$ cat config.mk
export PLATFORM = sky130hd
export DESIGN_NAME = cool_heat_controller
export DESIGN_NICKNAME = d
export VERILOG_FILES = /design/src/rtl/cool_heat_pkg.sv /design/src/rtl/cool_heat_controller_pwm.sv /design/src/rtl/cool_heat_controller.sv
export SDC_FILE = /design/constraint.sdc
export NUM_CORES = 1
export LEC_CHECK = 0
export BUFFER_PORTS_ARGS = -buffer_cell sky130_fd_sc_hd__buf_4
export CAP_MARGIN = 20
export CELL_PAD_IN_SITES_DETAIL_PLACEMENT = 0
export CELL_PAD_IN_SITES_GLOBAL_PLACEMENT = 2
export CORE_UTILIZATION = 30
export DETAILED_ROUTE_END_ITERATION = 10
export PLACE_DENSITY_LB_ADDON = 0.1
export SLEW_MARGIN = 15
export SYNTH_ARGS = -nofsm -noshare
export SYNTH_HDL_FRONTEND = slang
export SYNTH_HIERARCHICAL = 1
export SYNTH_SLANG_ARGS = --single-unit
$ cat constraint.sdc
create_clock -name clk -period 2.8 [get_ports clk]
set_clock_uncertainty 0.2 [all_clocks]
set_input_delay 0.28 -clock clk [delete_from_list [all_inputs] [get_ports clk]]
set_output_delay 0.28 -clock clk [all_outputs]
set_load 0.1 [all_outputs]
$ cat src/rtl/cool_heat_pkg.sv
// Shared types and constants for the cool/heat sequencing controller.
// Holds the FSM state encoding, fan thresholds and PWM step.
package cool_heat_pkg;

  typedef enum logic [1:0] {
    IDLE    = 2'd0,
    HEATING = 2'd1,
    COOLING = 2'd2,
    HOLDOFF = 2'd3
  } state_t;

  localparam logic [7:0] FAN_T1     = 8'd40;
  localparam logic [7:0] FAN_T2     = 8'd45;
  localparam logic [7:0] PWM_STEP   = 8'd64;
  localparam logic [7:0] RESET_TEMP = 8'd25;

  function automatic logic [7:0] pwm_duty(logic [1:0] lvl);
    return 8'(lvl) * PWM_STEP;
  endfunction

endpackage

$ cat src/rtl/cool_heat_controller_pwm.sv
// Free-running 8-bit up counter that times the fan PWM period.
// Wraps 255 -> 0 and is never gated by the controller FSM.
module pwm_counter (
  input  logic       clk,
  input  logic       arst,
  output logic [7:0] count
);

  logic [7:0] count_q;
  logic [7:0] count_d;

  always_comb count_d = count_q + 8'd1;

  always_ff @(posedge clk) begin
    if (arst) count_q <= 8'd0;
    else      count_q <= count_d;
  end

  assign count = count_q;

endmodule

$ cat src/rtl/cool_heat_controller.sv
// Hysteresis heat/cool sequencer with post-run hold-off and a
// PWM-driven cooler fan whose speed tracks the sampled temperature.
module cool_heat_controller
  import cool_heat_pkg::*;
#(
  parameter logic [7:0] HEAT_ON  = 8'd15,
  parameter logic [7:0] HEAT_OFF = 8'd25,
  parameter logic [7:0] COOL_ON  = 8'd35,
  parameter logic [7:0] COOL_OFF = 8'd25,
  parameter logic [7:0] DWELL    = 8'd16
) (
  input  logic       clk,
  input  logic       arst,
  input  logic [7:0] temperature,
  input  logic       temp_valid,
  output logic       heater_on,
  output logic       cooler_on,
  output logic [1:0] fan_level,
  output logic       fan_pwm,
  output logic       busy
);

  state_t     state_q, state_d;
  logic [7:0] temp_q, temp_d;
  logic [7:0] dwell_q, dwell_d;
  logic [1:0] fan_q, fan_d;
  logic [7:0] pwm_cnt;

  pwm_counter u_pwm (
    .clk   (clk),
    .arst  (arst),
    .count (pwm_cnt)
  );

  always_comb temp_d = temp_valid ? temperature : temp_q;

  always_comb begin
    state_d = state_q;
    dwell_d = dwell_q;
    case (state_q)
      IDLE: begin
        if (temp_q < HEAT_ON)      state_d = HEATING;
        else if (temp_q > COOL_ON) state_d = COOLING;
      end
      HEATING: begin
        if (temp_q >= HEAT_OFF) begin
          state_d = HOLDOFF;
          dwell_d = DWELL - 8'd1;
        end
      end
      COOLING: begin
        if (temp_q <= COOL_OFF) begin
          state_d = HOLDOFF;
          dwell_d = DWELL - 8'd1;
        end
      end
      HOLDOFF: begin
        if (dwell_q == 8'd0) state_d = IDLE;
        else                 dwell_d = dwell_q - 8'd1;
      end
      default: state_d = IDLE;
    endcase
  end

  // Cooling speed is registered, so it trails entry into COOLING by a cycle.
  always_comb begin
    fan_d = 2'd0;
    if (state_q == COOLING) begin
      unique case (1'b1)
        (temp_q <= FAN_T1):                     fan_d = 2'd1;
        (temp_q > FAN_T1 && temp_q <= FAN_T2):  fan_d = 2'd2;
        (temp_q > FAN_T2):                      fan_d = 2'd3;
      endcase
    end
  end

  always_ff @(posedge clk) begin
    if (arst) begin
      state_q <= IDLE;
      temp_q  <= RESET_TEMP;
      dwell_q <= 8'd0;
      fan_q   <= 2'd0;
    end else begin
      state_q <= state_d;
      temp_q  <= temp_d;
      dwell_q <= dwell_d;
      fan_q   <= fan_d;
    end
  end

  always_comb begin
    fan_level = 2'd0;
    case (state_q)
      HEATING: fan_level = 2'd1;
      COOLING: fan_level = fan_q;
      default: fan_level = 2'd0;
    endcase
  end

  assign heater_on = (state_q == HEATING);
  assign cooler_on = (state_q == COOLING);
  assign busy      = (state_q != IDLE);
  assign fan_pwm   = (pwm_cnt < pwm_duty(fan_level));

endmodule

==> impl_metrics.py <==
metrics = {
    "critical_path": {
        "crit_family": "adder cells",
        "slowest_stage": "dfxtp_1",
        "cp_max_fo": 5,
        "end_kind": "primary output",
        "arrival_ps": 2130,
        "critPathMaxStageDelay_ps": 410,
        "critical_path_class": "flip-flop to primary output",
        "path_cells": "inv_1 > ha_1 > nand3_1 > ha_1 > a21oi_4 > buf_4",
        "path_common_cell": "ha_1",
        "crit_required_ps": 2320,
        "critical_path_buf_inv_count": 2,
        "start_kind": "flip-flop",
    },
    "yosys": {
        "synth_flop_cell": "dfxtp_1",
        "synth_cell_types": 46,
        "synth_cells": 164,
        "ys_warn_count": 6,
        "synth_area_um2": 1481,
        "syn-mean-instance-area_um2": 9.033,
        "synth_seq_cells": 28,
        "synth_edf_count": 0,
        "syn_nets": 183,
        "ys_async_sr_fraction_pct": 0,
        "seq_area_frac_synth_pct": 37.84,
    },
    "placement": {
        "gp_congestion": 0.7436,
        "dp_slack_ps": 463.9,
        "place.port_buffers": 16,
        "placedInstanceArea_um2": 1712,
        "dp_hpwl_um": 2454,
    },
    "sta": {
        "setup_viol": 0,
        "hold_viol": 0,
        "fmax_mhz": 383.4,
        "worst_pin_slew_ps": 448.4,
        "finalMaxSlewViolations": 0,
        "setup_tns_ps": 0,
        "period_share_pct": 93.16,
        "slew_headroom_pct": 69.84,
        "fin_ws_ps": 191.5,
        "rsz0062_at_grt": "no",
        "finalCriticalPeriod_ps": 2608,
    },
    "clock_tree": {
        "post_cts.repair.setup_buffers": 0,
        "clkSinkCount": 28,
        "root_buffer": "clkbuf_8",
        "insertion_delay_ps": 280,
        "cts_tree": "done",
        "ctsResizeCount": 0,
        "ctsHoldBuffers": 0,
        "clockBufferDepth": 2,
        "htreeDepth": 1,
        "cts_made_buffers": 3,
        "path_clk_slew_ps": 100,
    },
    "global_route": {
        "grt_antenna_before_repair": 0,
        "grt_use_total_pct": 14.66,
        "grt_pass1_vias": 1265,
        "grt_overflow": 0,
        "grt_max_degree": 25,
        "grt_pass1_wl_um": 6085,
    },
    "floorplan": {
        "design.core.area_um2": 4723,
        "die_w_um": 72.27,
        "dieArea_um2": 5223,
        "io_pins": 17,
        "start_util_pct": 31.36,
        "die_h_um": 72.27,
        "placement_rows": 25,
    },
    "detailed_routing": {
        "drtIter0Drc": 54,
        "drt_pre_antenna_iters": 4,
        "ant_nets": 0,
        "route.detailed.drc": 0,
        "routedWlPerCell_um": 14.11,
        "vias_per_cell": 5.171,
        "drt-total-wl_um": 3471,
        "num_vias": 1272,
    },
    "finish": {
        "fin_util_pct": 37.40,
        "layout_commonest_cell": "dfxtp_1",
        "n_fill_cell": 491,
        "antenna_cells": 0,
        "mostFrequentLayoutCells": "28 x dfxtp_1, 17 x buf_4, 13 x nor2_1",
        "drive_gt1_share_pct": 17.88,
        "stdcell_area_um2": 1767,
        "layout.nets": 199,
        "syn_to_final_growth_pct": 19.26,
    },
    "hold_path": {
        "worstHoldPathType": "input pin to flip-flop",
    },
    "power": {
        "powerDensity_nw_per_um2": 849.9,
        "vdd_drop_max_mv": 0.2884,
        "leakage_uw": 0.0006834,
    },
    "status": {
        "status": "finished clean",
    },
    "job": {
        "cap_violations": 0,
    },
}
## registers in the layout (all words and copies together), names as in the netlist
register	flops
fan_q	2
temp_q	8
state_q	2
dwell_q	8
u_pwm/count	8
## cell type report
type	count	area [um^2]	share of cell area [%]
clock buffer	4	55.05	3.116
sequential	28	560.5	31.73
inverter	8	30.03	1.700
tap	67	83.83	4.745
multi-input combinational	122	909.6	51.49
timing repair buffer	17	127.6	7.224
## per-layer routing
metal / wire length, um / part of all wire [%] / global-route usage, %
met2: 1515 / 44 / 23.68
met5: 0 / 0 / 0
met4: 68 / 2.0 / 4.793
met3: 112 / 3.2 / 2.639
met1: 1775 / 51 / 19.78
## worst reg2reg max path, delay by kind of cell (launching register included)
kind,cells,cell delay [ps]
mux,1,310
flops,1,360
simple gates,2,430
compound gates,1,380
fa+ha+maj,1,230
buf+inv,1,150
## power by group
group          leakage (uW)  internal (uW)  switching [uW]  total (uW)
logic              0.000425            274             458         731
clock network     0.0000288            126             128         254
registers          0.000229            451            64.7         516
total              0.000683            851             651        1500
## cell usage after synthesis, drive strengths merged (5+ instances only)
| master | number | area share, % |
|---|---|---|
| dfxtp | 28 | 38 |
| nand3 | 7 | 2.7 |
| ha | 8 | 6.8 |
| nor3 | 5 | 1.7 |
| inv | 8 | 2.0 |
| a21oi | 7 | 2.4 |
| or3 | 5 | 2.4 |
| mux2i | 9 | 6.1 |
| nand4 | 6 | 2.5 |
| nand2 | 8 | 2.0 |
| a31oi | 5 | 2.1 |
| o21ai | 8 | 3.0 |
| nor2 | 13 | 3.3 |
## logic make-up after synthesis
kind of cell             synth area share (%)
multiplexers                            6.841
adder cells (fa/ha/maj)                 6.757
XOR/XNOR                                1.774
flip-flops                              37.84
buffers and inverters                   3.716
AO/OA/AOI/OAI                           17.48
AND/OR/NAND/NOR                         25.59
## path summary, 6_finish.rpt
path                                     start        endpoint  slack, ps  cells after the start
worst max-delay path                state_q[0]         fan_pwm        190                      6
worst min-delay path            temperature[0]       temp_q[0]         10                      3
worst max register to register      state_q[0]      state_q[0]        640                      6
worst min register to register  u_pwm/count[0]  u_pwm/count[0]        270                      1
## through the flow
stage | instances | power, uW | hold slack (ps)
2_1_floorplan | 164 | 1089 | 208.9
3_3_place_gp | 242 | 1240 | 239.5
3_5_place_dp | 242 | 1252 | 248.5
4_1_cts | 246 | 1515 | 5.299
5_1_grt | 246 | 1610 | 13.41
6_report | 246 | 1502 | 14.26
Note: power is estimated with default switching activity, not from simulation.
